===== src/rtl/cpu_ctrl_pkg.sv =====
// Shared opcodes, FSM state encodings and instruction field positions for the
// 8-bit RISC control sequencer.
package cpu_ctrl_pkg;

    localparam logic [3:0] OP_ADD   = 4'h0;
    localparam logic [3:0] OP_SUB   = 4'h1;
    localparam logic [3:0] OP_AND   = 4'h2;
    localparam logic [3:0] OP_OR    = 4'h3;
    localparam logic [3:0] OP_XOR   = 4'h4;
    localparam logic [3:0] OP_CMP   = 4'h5;
    localparam logic [3:0] OP_LOAD  = 4'h6;
    localparam logic [3:0] OP_STORE = 4'h7;
    localparam logic [3:0] OP_BEQ   = 4'h8;
    localparam logic [3:0] OP_JMP   = 4'h9;
    localparam logic [3:0] OP_HALT  = 4'hF;

    typedef enum logic [2:0] {
        ST_FETCH  = 3'd0,
        ST_DECODE = 3'd1,
        ST_EXEC   = 3'd2,
        ST_MEM    = 3'd3,
        ST_WB     = 3'd4,
        ST_HALT   = 3'd5
    } state_t;

    localparam int OP_MSB  = 15;
    localparam int OP_LSB  = 12;
    localparam int RD_MSB  = 11;
    localparam int RD_LSB  = 10;
    localparam int RS_MSB  = 9;
    localparam int RS_LSB  = 8;
    localparam int RT_MSB  = 7;
    localparam int RT_LSB  = 6;
    localparam int IMM_MSB = 7;
    localparam int IMM_LSB = 0;

endpackage


===== src/rtl/ctrl_decode.sv =====
// Opcode classifier feeding the sequencer FSM; purely combinational, zero latency,
// no flow control.
module ctrl_decode
    import cpu_ctrl_pkg::*;
(
    input  logic [3:0] i_op,
    output logic       o_uses_alu,
    output logic       o_uses_mem,
    output logic       o_is_load,
    output logic       o_is_store,
    output logic       o_is_branch,
    output logic       o_is_jump,
    output logic       o_is_halt,
    output logic       o_writes_rd
);

    always_comb begin
        o_uses_alu  = (i_op <= OP_STORE);
        o_is_load   = (i_op == OP_LOAD);
        o_is_store  = (i_op == OP_STORE);
        o_uses_mem  = o_is_load || o_is_store;
        o_is_branch = (i_op == OP_BEQ);
        o_is_jump   = (i_op == OP_JMP);
        o_is_halt   = (i_op == OP_HALT);
        o_writes_rd = (i_op <= OP_XOR) || o_is_load;
    end

endmodule


===== src/rtl/alu_ctrl_sequencer.sv =====
// Multi-cycle fetch/decode/execute sequencer driving ALU, register file and data memory.
// Latency 3-5 cycles per instruction; no backpressure, HALT is absorbing until reset.
module alu_ctrl_sequencer
    import cpu_ctrl_pkg::*;
#(
    parameter int PC_W    = 8,
    parameter int INSTR_W = 16
) (
    input  logic               clk,
    input  logic               rst_n,
    output logic [PC_W-1:0]    imem_addr,
    input  logic [INSTR_W-1:0] imem_data,
    output logic [3:0]         alu_opcode,
    output logic               alu_src,
    input  logic               alu_compare,
    output logic               alu_b_sel,
    output logic [7:0]         imm,
    output logic [1:0]         rf_ra1,
    output logic [1:0]         rf_ra2,
    output logic [1:0]         rf_wa,
    output logic               rf_we,
    output logic               rf_wsel,
    output logic               dmem_re,
    output logic               dmem_we,
    output logic               halted
);

    state_t               r_state, w_state_nxt;
    logic [PC_W-1:0]      r_pc, w_pc_nxt;
    logic [INSTR_W-1:0]   r_ir, w_ir_nxt;
    logic                 r_cmp_flag, w_cmp_flag_nxt;

    logic [3:0] w_op;
    logic       w_uses_alu, w_uses_mem, w_is_load, w_is_store;
    logic       w_is_branch, w_is_jump, w_is_halt, w_writes_rd;

    assign w_op = r_ir[OP_MSB:OP_LSB];

    ctrl_decode u_decode (
        .i_op        (w_op),
        .o_uses_alu  (w_uses_alu),
        .o_uses_mem  (w_uses_mem),
        .o_is_load   (w_is_load),
        .o_is_store  (w_is_store),
        .o_is_branch (w_is_branch),
        .o_is_jump   (w_is_jump),
        .o_is_halt   (w_is_halt),
        .o_writes_rd (w_writes_rd)
    );

    // Register addresses and immediate are plain field taps of the latched instruction.
    assign imem_addr = r_pc;
    assign imm       = r_ir[IMM_MSB:IMM_LSB];
    assign rf_ra1    = r_ir[RS_MSB:RS_LSB];
    assign rf_ra2    = w_is_store ? r_ir[RD_MSB:RD_LSB] : r_ir[RT_MSB:RT_LSB];
    assign rf_wa     = r_ir[RD_MSB:RD_LSB];

    always_ff @(posedge clk or negedge rst_n) begin
        if (!rst_n) begin
            r_state    <= ST_FETCH;
            r_pc       <= '0;
            r_ir       <= '0;
            r_cmp_flag <= 1'b0;
        end else begin
            r_state    <= w_state_nxt;
            r_pc       <= w_pc_nxt;
            r_ir       <= w_ir_nxt;
            r_cmp_flag <= w_cmp_flag_nxt;
        end
    end

    always_comb begin
        w_state_nxt    = r_state;
        w_pc_nxt       = r_pc;
        w_ir_nxt       = r_ir;
        w_cmp_flag_nxt = r_cmp_flag;
        alu_src        = 1'b0;
        alu_opcode     = 4'h0;
        alu_b_sel      = 1'b0;
        rf_we          = 1'b0;
        rf_wsel        = 1'b0;
        dmem_re        = 1'b0;
        dmem_we        = 1'b0;
        halted         = 1'b0;

        case (r_state)
            ST_FETCH: begin
                w_state_nxt = ST_DECODE;
            end
            ST_DECODE: begin
                w_ir_nxt    = imem_data;
                w_pc_nxt    = r_pc + 1'b1;
                w_state_nxt = (imem_data[OP_MSB:OP_LSB] == OP_HALT) ? ST_HALT : ST_EXEC;
            end
            ST_EXEC: begin
                alu_src     = 1'b1;
                alu_opcode  = w_uses_alu ? w_op : 4'h0;
                alu_b_sel   = w_uses_mem;
                w_state_nxt = ST_FETCH;
                if (w_is_halt) begin
                    w_state_nxt = ST_HALT;
                end else if (w_uses_mem) begin
                    w_state_nxt = ST_MEM;
                end else if (w_writes_rd) begin
                    w_state_nxt = ST_WB;
                end
                if (w_op == OP_CMP) begin
                    w_cmp_flag_nxt = alu_compare;
                end
                if (w_is_jump || (w_is_branch && r_cmp_flag)) begin
                    w_pc_nxt = PC_W'(r_ir[IMM_MSB:IMM_LSB]);
                end
            end
            ST_MEM: begin
                // Operand select stays put so the computed address is stable for the access.
                alu_src     = 1'b1;
                alu_opcode  = w_op;
                alu_b_sel   = 1'b1;
                dmem_re     = w_is_load;
                dmem_we     = w_is_store;
                w_state_nxt = w_is_load ? ST_WB : ST_FETCH;
            end
            ST_WB: begin
                alu_src     = 1'b1;
                alu_opcode  = w_uses_alu ? w_op : 4'h0;
                alu_b_sel   = w_uses_mem;
                rf_we       = 1'b1;
                rf_wsel     = w_is_load;
                w_state_nxt = ST_FETCH;
            end
            ST_HALT: begin
                halted = 1'b1;
            end
            default: begin
                w_state_nxt = ST_FETCH;
            end
        endcase
    end

endmodule


===== config.mk =====
export PLATFORM = sky130hd
export DESIGN_NAME = alu_ctrl_sequencer
export DESIGN_NICKNAME = d
export VERILOG_FILES = /design/src/rtl/cpu_ctrl_pkg.sv /design/src/rtl/ctrl_decode.sv /design/src/rtl/alu_ctrl_sequencer.sv
export SDC_FILE = /design/constraint.sdc
export NUM_CORES = 1
export LEC_CHECK = 0
export ABC_AREA = 1
export CAP_MARGIN = 10
export CORE_MARGIN = 3
export CORE_UTILIZATION = 49
export CTS_CLUSTER_SIZE = 16
export DETAILED_ROUTE_END_ITERATION = 16
export GPL_ROUTABILITY_DRIVEN = 0
export MAX_ROUTING_LAYER = met4
export PLACE_DENSITY = 0.91
export SYNTH_ARGS = -nofsm -noshare
export SYNTH_HDL_FRONTEND = slang
export SYNTH_SLANG_ARGS = --single-unit

===== constraint.sdc =====
create_clock -name clk -period 2.53 [get_ports clk]
set_input_delay 0.253 -clock clk [delete_from_list [all_inputs] [get_ports clk]]
set_output_delay 0.253 -clock clk [all_outputs]
set_load 0.02 [all_outputs]

==> impl_metrics.csv, run 1 <==
group,metric,value,unit
place,dpl.hpwl,2.73,mm
detailed_routing,firstDrtPassIters,4,
setup_path,crit_path_max_incr_delay,610,ps
die,die_area,4020,um^2
timing,fmax,0.424,GHz
clocking,cts_tree,"yes",
die,initial_core_util,52.1,%
timing,layout_setup_ws,173,ps
detailed_routing,detail-route-antenna-nets,0,
global_route,grt_antenna_before_repair,0,
synthesis,yosysUniqueCellTypes,21,
final_layout,antenna_cells,0,
synthesis,synth_area,1620,um^2
timing,clock-skew-final,7.54,ps
setup_path,path_max_fanout,9,
global_route,gr-total-overflow,0,
setup_path,cp.arrival,2100,ps
final_layout,final_layout_size_suffix_gt1_share,4.96,%
timing,tightest_slew,462,ps
setup_path,path_class,"flop to primary output",
detailed_routing,routed_wl,3.48,mm
die,placementRows,20,
power,p_leak,0.979,nW
power,total_power,2.66,mW
detailed_routing,num_vias,1527,
detailed_routing,via_per_inst,4.99,
setup_path,path_cells,"inv_2 -> nand2_2 -> nor2_4 -> nor2_1 -> nand2_1 -> nand2_1 -> nor2_1 -> clkdlybuf4s50_1",
clocking,worstSkewPairLatency,310,ps
timing,tns,0,ps
final_layout,final_cell_mix,"nand2_1 (73), clkdlybuf4s50_1 (51), dfrtp_1 (28)",
final_layout,design_area,2080,um^2
global_route,grt_pass1_wl,5.78,mm
synthesis,syn_area_per_cell,7.24,um^2
die,core,3100,um^2
clocking,cts_sinks,28,
place,post-place-cells,302,
clocking,post_cts_resized,0,
final_layout,num-fill-cells,273,
final_layout,layout_commonest_cell,"nand2_1",
die,die_h,63.4,um
detailed_routing,drtIter0Drc,57,
timing,fin_crit,2360,ps
setup_path,slowest_stage,"clkdlybuf4s50_1",
synthesis,ys_ff_latch,28,
synthesis,yosysWarnings,0,
global_route,grt_pass1_vias,1416,
setup_path,cp.required,2280,ps
timing,hold_viol_final,0,
timing,max-slew-margin-rel,69.1,%
die,num_io_pins,52,
clocking,cts_setup_buffers,0,
synthesis,synthesis.nets,243,
detailed_routing,routedWlPerCell,11.4,um
worst_hold_path,hp-class,"input pin to async pin",
die,die_w,63.4,um
clocking,numCtsBuffers,3,
run,max_cap_viol_count,0,
final_layout,fin_util,67.2,%
place,dpl_cell_area,2050,um^2
timing,rsz0062_at_grt,"false",
setup_path,startpoint_type,"flop",
synthesis,yosysSeqAreaShare,43.4,%
timing,maxSlewViolCount,0,
clocking,cts_hold_buffers,0,
timing,setup_violations,0,
global_route,grtUsageTotal,18.1,%
global_route,grt_max_degree,29,
timing,whs,295,ps
setup_path,worstSetupEndpointType,"primary output",
clocking,cts_root_buf,"clkbuf_4",
power,irDropWorstVdd,0.624,mV
final_layout,final_nets,283,
detailed_routing,drc,0,
final_layout,area_delta_synth_final,29.0,%
place,dp_slack,539,ps
clocking,clk_path_buf_depth,2,
place,portBuffers,51,
timing,period_share,93.2,%
run_status,outcome,"complete, no violations",
synthesis,syn_inst,223,
clocking,path_clk_slew,140,ps
final_layout,fin_cells,306,
clocking,ctsHtreeMaxLevel,1,
power,powerDensity,1270,nW/um^2
==> power by group <==
part | switching [mW] | internal [mW] | leakage [nW]
Sequential | 0.193 | 0.661 | 0.348
Clock | 0.121 | 0.0878 | 0.0210
Combinational | 0.942 | 0.652 | 0.609
==> cells by family (layout without fill, tap and decap cells) <==
| group | after synthesis | in the layout | share of synthesized area (%) |
|---|---|---|---|
| buf+inv | 45 | 84 | 15.4 |
| flops | 28 | 28 | 43.4 |
| simple gates | 122 | 122 | 31.7 |
| fa+ha+maj | 1 | 1 | 0.774 |
| compound gates | 27 | 27 | 8.75 |
==> sequential cells by signal, summed over array words and instances, names as in the netlist <==
signal      cells
r_cmp_flag      1
r_state         3
r_ir           16
imem_addr       8
==> worst paths after layout <==
path | start | end | slack (ps) | depth (start not counted)
min reg2reg | r_ir[9]$_DFFE_PN0P_ | r_ir[9]$_DFFE_PN0P_ | 490 | 2
min in group clk | imem_data[9] | r_ir[9]$_DFFE_PN0P_ | 460 | 3
max | r_state[2]$_DFFE_PN0N_ | alu_opcode[2] | 170 | 8
max in group asynchronous | rst_n | imem_addr[3]$_DFFE_PN0P_ | 1980 | 2
min | rst_n | r_ir[0]$_DFFE_PN0P_ | 290 | 2
max reg2reg | r_state[2]$_DFFE_PN0N_ | imem_addr[3]$_DFFE_PN0P_ | 1030 | 8
==> layer usage <==
layer  global-route usage (%)  vias to the layer above  share of wire, %
met2                     31.6                       55                50
met5                        -                        -                 0
li1                         -                      771                 -
met1                     22.4                      697                43
met3                     1.25                        4               5.3
met4                     5.93                        0               1.4
==> synth_stat cells <==
master / number / area, um^2
dfrtp_1: 28 / 701
or2_2: 1 / 6.26
nor3_1: 2 / 10.0
o31ai_1: 1 / 7.51
a21oi_1: 4 / 20.0
o21ai_0: 16 / 80.1
o21ai_1: 5 / 25.0
nor2_2: 1 / 6.26
buf_4: 13 / 97.6
buf_2: 1 / 5.00
nand4_1: 3 / 18.8
nand3_1: 21 / 105
nor2_4: 1 / 11.3
inv_1: 25 / 93.8
nor2_1: 18 / 67.6
inv_2: 2 / 7.51
buf_6: 4 / 45.0
nand2_1: 73 / 274
nand2_2: 2 / 12.5
o32ai_1: 1 / 8.76
ha_1: 1 / 12.5
==> cell type report <==
| class | count | area (um^2) | area share (%) |
|---|---|---|---|
| Timing Repair Buffer | 53 | 526 | 25.2 |
| Sequential cell | 28 | 701 | 33.6 |
| Multi-Input combinational cell | 150 | 666 | 31.9 |
| Tap cell | 44 | 55.1 | 2.64 |
| Inverter | 27 | 101 | 4.86 |
| Clock buffer | 4 | 36.3 | 1.74 |
==> critical path: cells and delay by family (launching register included) <==
| kind | cells | cell delay, ps |
|---|---|---|
| buffers and inverters | 2 | 730 |
| flip-flops | 1 | 430 |
| AND/OR/NAND/NOR | 6 | 640 |
(Power assumes the default switching activity.)
==> inputs of run 2 (changes only) <==
--- a/config.mk
+++ b/config.mk
@@ -9,10 +9,10 @@
 export CAP_MARGIN = 10
 export CORE_MARGIN = 3
-export CORE_UTILIZATION = 49
+export CORE_UTILIZATION = 46
 export CTS_CLUSTER_SIZE = 16
 export DETAILED_ROUTE_END_ITERATION = 16
 export GPL_ROUTABILITY_DRIVEN = 0
 export MAX_ROUTING_LAYER = met4
-export PLACE_DENSITY = 0.91
+export PLACE_DENSITY = 0.8
 export SYNTH_ARGS = -nofsm -noshare
 export SYNTH_HDL_FRONTEND = slang
==> constraint.sdc (replaced) <==
create_clock -name clk -period 2.2 [get_ports clk]
set_input_delay 0.33 -clock clk [delete_from_list [all_inputs] [get_ports clk]]
set_output_delay 0.33 -clock clk [all_outputs]
set_load 0.02 [all_outputs]
==> run 2 against run 1 <==
First-iteration DRC count grew 130%. Via count is 0.39% lower. Non-clock buffer count is 1 higher. Sequential power up 15%. Flip-flop and latch count unchanged. Utilization fell by 2.1 points. Cell count rose by 0.33%. Register-to-register slack worse by 390 ps. Critical path depth shrank 4. Clock-buffer cell count shrank 1. Combinational power grew 13%. Die area up 5.9%. Critical endpoint is now halted.
==> impl_metrics.csv, run 2 (same netlist as run 1, synthesis figures left out) <==
group,metric,value,unit
place,post-place-cells,303,
final_layout,fin_util,65.1,%
worst_hold_path,hp-class,"input pin to async pin",
detailed_routing,met3_length,230,um
final_layout,largest_reg_flops,16,
clocking,cts_root_buf,"clkbuf_4",
global_route,grt_pass1_wl,6.34,mm
global_route,grt_pass1_vias,1511,
final_layout,layout_commonest_cell,"nand2_1",
detailed_routing,drc,0,
detailed_routing,detail-route-antenna-nets,0,
final_layout,largest_register,"r_ir",
detailed_routing,dr_wl_met2,1.76,mm
final_layout,antenna_cells,0,
run_status,outcome,"complete, no violations",
setup_path,cp.arrival,1750,ps
global_route,grtUsageTotal,19.0,%
detailed_routing,firstDrtPassIters,4,
global_route,grt_max_degree,29,
timing,clock-skew-final,2.24,ps
power,irDropWorstVdd,0.653,mV
power,total_power,3.12,mW
clocking,ctsHtreeMaxLevel,1,
place,dp_slack,171,ps
final_layout,num-fill-cells,307,
final_layout,final_layout_size_suffix_gt1_share,7.22,%
setup_path,worstSetupEndpointType,"primary output",
timing,setup_violations,0,
final_layout,final_cell_mix,"nand2_1 (73), clkdlybuf4s50_1 (40), dfrtp_1 (27)",
setup_path,startpoint,"r_state[1]$_DFFE_PN0N_",
setup_path,path_class,"flop to primary output",
timing,fmax,0.480,GHz
die,core,3200,um^2
clocking,worstSkewPairLatency,330,ps
detailed_routing,routed_wl,3.65,mm
setup_path,startpoint_type,"flop",
place,portBuffers,51,
die,num_io_pins,52,
setup_path,path_max_fanout,4,
timing,rsz0062_at_grt,"false",
detailed_routing,top_layer,"met4",
timing,max-slew-margin-rel,68.0,%
power,p_leak,1.03,nW
detailed_routing,m1WireLength,1.62,mm
timing,layout_setup_ws,116,ps
detailed_routing,drtIter0Drc,129,
final_layout,multi_input_area,666,um^2
final_layout,final_nets,284,
die,initial_core_util,50.4,%
clocking,cts_tree,"yes",
timing,tightest_slew,479,ps
setup_path,r2r_slack,640,ps
clocking,path_clk_slew,150,ps
power,powerDensity,1500,nW/um^2
timing,tns,0,ps
timing,period_share,94.7,%
clocking,cts_setup_buffers,0,
setup_path,reg2reg_depth,9,
global_route,grt_antenna_before_repair,0,
place,dpl.hpwl,2.77,mm
final_layout,fin_cells,307,
global_route,gr-total-overflow,0,
die,die_h,65.3,um
setup_path,cp.required,1870,ps
clocking,cts_sinks,28,
detailed_routing,via_per_inst,4.95,
clocking,numCtsBuffers,3,
setup_path,r2r_end,"imem_addr[3]$_DFFE_PN0P_",
timing,fin_crit,2080,ps
die,die_w,65.3,um
die,placementRows,20,
run,max_cap_viol_count,0,
setup_path,r2r-start,"r_state[2]$_DFFE_PN0N_",
detailed_routing,num_vias,1521,
timing,hold_viol_final,0,
timing,whs,346,ps
place,dpl_cell_area,2060,um^2
final_layout,seq_area,702,um^2
timing,maxSlewViolCount,0,
final_layout,area_delta_synth_final,29.0,%
detailed_routing,routedWlPerCell,11.9,um
final_layout,design_area,2080,um^2
die,die_area,4260,um^2
clocking,clk_path_buf_depth,2,
-- run 2: changes by cell type in the layout (fill, tap and decap cells not counted) --
cell / before / now
buf_4: 2 / 3
bufinv_16: 0 / 1
clkbuf_2: 0 / 4
clkbuf_8: 1 / 0
clkdlybuf4s50_1: 51 / 40
dfrtp_1: 28 / 27
dfrtp_2: 0 / 1
dlygate4sd2_1: 0 / 6
dlymetal6s2s_1: 0 / 1
-- run 2: area by class of cell --
| class | instances | area share (%) |
|---|---|---|
| sequential | 28 | 33.7 |
| multi-input combinational | 150 | 31.9 |
| timing repair buffer | 54 | 24.4 |
| inverter | 27 | 4.86 |
| tap | 44 | 2.64 |
| clock inverter | 1 | 1.44 |
| clock buffer | 3 | 1.08 |
-- run 2: how the worst max path moves through the flow --
| stage | end | depth (start not counted) |
|---|---|---|
| floorplan | alu_opcode[0] | 7 |
| global placement | alu_b_sel | 6 |
| detailed placement | alu_opcode[1] | 8 |
| CTS | alu_opcode[3] | 4 |
| global route | rf_we | 4 |
| finish | halted | 4 |
-- run 2: repair_timing --
| action | 4_1_cts | 5_1_grt |
|---|---|---|
| pin swaps | 0 | 0 |
| gates resized for setup | 10 | 11 |
| hold buffers | 0 | 0 |
| setup endpoints to repair | 10 | 6 |
-- run 2: power by group --
part,internal (mW),switching [mW]
clock network,0.184,0.156
logic,0.706,1.09
registers,0.762,0.223
total,1.65,1.47
-- run 2: layer usage --
metal / up-vias / GRT usage, %
li1: 768 / -
met1: 695 / 22.6
met2: 52 / 32.2
met3: 6 / 3.93
met4: 0 / 6.48
met5: - / -
-- run 2: critical path, stage by stage, from the launching register on --
cell	delay, ps
dfrtp_1	450
inv_1	100
nand2_1	90
nor2_1	160
clkdlybuf4s50_1	630
==> inputs of run 3 (changes only) <==
Settings changed: CORE_UTILIZATION 46 to 55, CTS_BUF_LIST set to sky130_fd_sc_hd__clkbuf_16, DONT_BUFFER_PORTS set to 1, PLACE_DENSITY 0.8 to 0.7.
==> run 3 against run 2 <==
Power is 4.9% lower. Register-to-register slack better by 40 ps. Maximum frequency increased by 9.4%. Sequential share of layout area is 7.5 points higher. Cell count shrank 19%. Worst setup slack improved by 180 ps. Cell area decreased by 18%. Die area fell by 15%. Non-clock buffer count down 44. Global-route usage is 4.0 points higher. First-iteration DRC count shrank 60%. Critical endpoint is now alu_opcode[1]. Highest routed layer unchanged.
==> impl_metrics.csv, run 3 (same netlist as run 1, synthesis figures left out) <==
group,metric,value,unit
run_status,outcome,"complete, no violations",
detailed_routing,drc,0,
detailed_routing,via_per_inst,5.62,
place,post-place-cells,244,
timing,max-slew-margin-rel,67.7,%
clocking,cts_sinks,28,
setup_path,path_max_fanout,9,
setup_path,slowest_stage,"dfrtp_1",
clocking,cts_root_buf,"clkbuf_16",
final_layout,num-fill-cells,257,
setup_path,crit_buf_inv,2,
setup_path,cp.required,1870,ps
power,powerDensity,1750,nW/um^2
global_route,grt_pass1_vias,1390,
timing,period_share,86.6,%
global_route,grt_max_degree,29,
timing,rsz0062_at_grt,"false",
power,sw_frac_of_total,49.0,%
detailed_routing,firstDrtPassIters,4,
die,placementRows,19,
setup_path,worstSetupEndpointType,"primary output",
clocking,path_clk_slew,70,ps
place,portBuffers,0,
die,num_io_pins,52,
timing,clock-skew-final,2.30,ps
place,dpl.hpwl,2.65,mm
worst_hold_path,hp-class,"input pin to flop",
timing,whs,183,ps
final_layout,multi_input_area,666,um^2
power,p_leak,0.864,nW
setup_path,path_class,"flop to primary output",
clocking,worstSkewPairLatency,260,ps
setup_path,r2r_slack,680,ps
timing,setup_violations,0,
timing,hold_viol_final,0,
die,core,2780,um^2
clocking,clk_path_buf_depth,2,
final_layout,antenna_cells,0,
detailed_routing,detail-route-antenna-nets,0,
detailed_routing,drtIter0Drc,51,
global_route,grtUsageTotal,23.0,%
timing,maxSlewViolCount,0,
detailed_routing,routed_wl,3.59,mm
timing,tightest_slew,482,ps
final_layout,final_layout_size_suffix_gt1_share,9.13,%
clocking,numCtsBuffers,3,
final_layout,seq_area,701,um^2
final_layout,fin_util,61.2,%
final_layout,fin_cells,250,
run,max_cap_viol_count,0,
power,irDropWorstVdd,1.24,mV
timing,fmax,0.525,GHz
power,intPower,1.51,mW
final_layout,final_cell_mix,"nand2_1 (73), dfrtp_1 (28), inv_1 (25)",
setup_path,path_cells,"inv_2 -> nand2_2 -> nor2_4 -> nor2_1 -> nand2_1 -> nand2_1 -> nor2_1 -> buf_4",
final_layout,largest_reg_flops,16,
power,clkPwrFrac,18.3,%
detailed_routing,routedWlPerCell,14.4,um
timing,tns,0,ps
setup_path,startpoint_type,"flop",
die,die_area,3620,um^2
global_route,grt_antenna_before_repair,0,
clocking,ctsHtreeMaxLevel,1,
die,initial_core_util,58.1,%
final_layout,layout_commonest_cell,"nand2_1",
setup_path,cp_top_family,"simple AND/OR/NAND/NOR gates",
clocking,post_cts_resized,0,
final_layout,area_delta_synth_final,5.34,%
global_route,gr-total-overflow,0,
power,combPwrFrac,40.7,%
final_layout,final_nets,240,
clocking,cts_tree,"yes",
setup_path,crit_path_max_incr_delay,410,ps
final_layout,largest_register,"r_ir",
clocking,cts_setup_buffers,0,
power,netSwitchingPower,1.46,mW
global_route,grt_pass1_wl,6.02,mm
die,die_h,60.2,um
die,die_w,60.2,um
timing,fin_crit,1910,ps
setup_path,cp.arrival,1580,ps
detailed_routing,num_vias,1404,
power,seq_power_share,41.0,%
==> run 3: cell types whose count changed in the layout (fill, tap and decap cells not counted), sizes merged <==
cell	before	now
buf	3	9
clkbuf	7	3
clkdlybuf4s50	40	0
dlygate4sd2	6	0
dlygate4sd3	0	1
dlymetal6s2s	1	0
==> run 3: worst paths after layout <==
check                      cells past startpoint                        to              startpoint
max                                            8             alu_opcode[1]  r_state[2]$_DFFE_PN0N_
min in group asynchronous                      2  imem_addr[4]$_DFFE_PN0P_                   rst_n
max reg2reg                                    8  imem_addr[3]$_DFFE_PN0P_  r_state[2]$_DFFE_PN0N_
max in group asynchronous                      2      r_ir[12]$_DFFE_PN0P_                   rst_n
min reg2reg                                    2    r_cmp_flag$_DFFE_PN0P_  r_cmp_flag$_DFFE_PN0P_
min                                            2       r_ir[4]$_DFFE_PN0P_            imem_data[4]
==> run 3: through the flow <==
step / area (um^2) / setup slack (ps) / total power, mW
finish: 1700 / 295 / 2.97
global route: 1700 / 159 / 3.24
CTS: 1700 / 289 / 2.99
detailed placement: 1570 / 589 / 2.42
global placement: 1570 / 627 / 2.36
floorplan: 1620 / 286 / 2.33
==> run 3: cell type report <==
cell class	instances	area share, %
Sequential cell	28	41.2
Multi-Input combinational cell	150	39.1
Inverter	27	5.96
Timing Repair Buffer	10	5.29
Clock buffer	3	4.41
Tap cell	31	2.28
Clock inverter	1	1.76
==> run 3: metal layers <==
metal / vias to the layer above / track usage [%] / wire length (um)
li1: 685 / - / -
met1: 654 / 26.7 / 1400
met2: 63 / 38.3 / 1890
met3: 2 / 6.26 / 275
met4: 0 / 7.59 / 18
met5: - / - / 0
==> run 3: timing repair <==
item | CTS | global route
hold endpoints to repair | 28 | 0
endpoints found under the setup margin | 0 | 0
hold buffers | 2 | 0
==> run 3: power groups by stage <==
stage	clock network [mW]	logic (mW)	registers, mW
6_report	0.544	1.21	1.22
5_1_grt	0.569	1.41	1.26
3_5_place_dp	0	1.19	1.23
2_1_floorplan	0	1.32	1.00
3_3_place_gp	0	1.15	1.21
4_1_cts	0.550	1.21	1.22
==> run 3: worst reg2reg max path, stage by stage (launching register included) <==
cell,delay (ps)
dfrtp_1,410
inv_2,120
nand2_2,70
nor2_4,190
nand3_1,130
nand2_2,200
inv_1,160
nand2_1,90
nand2_1,50
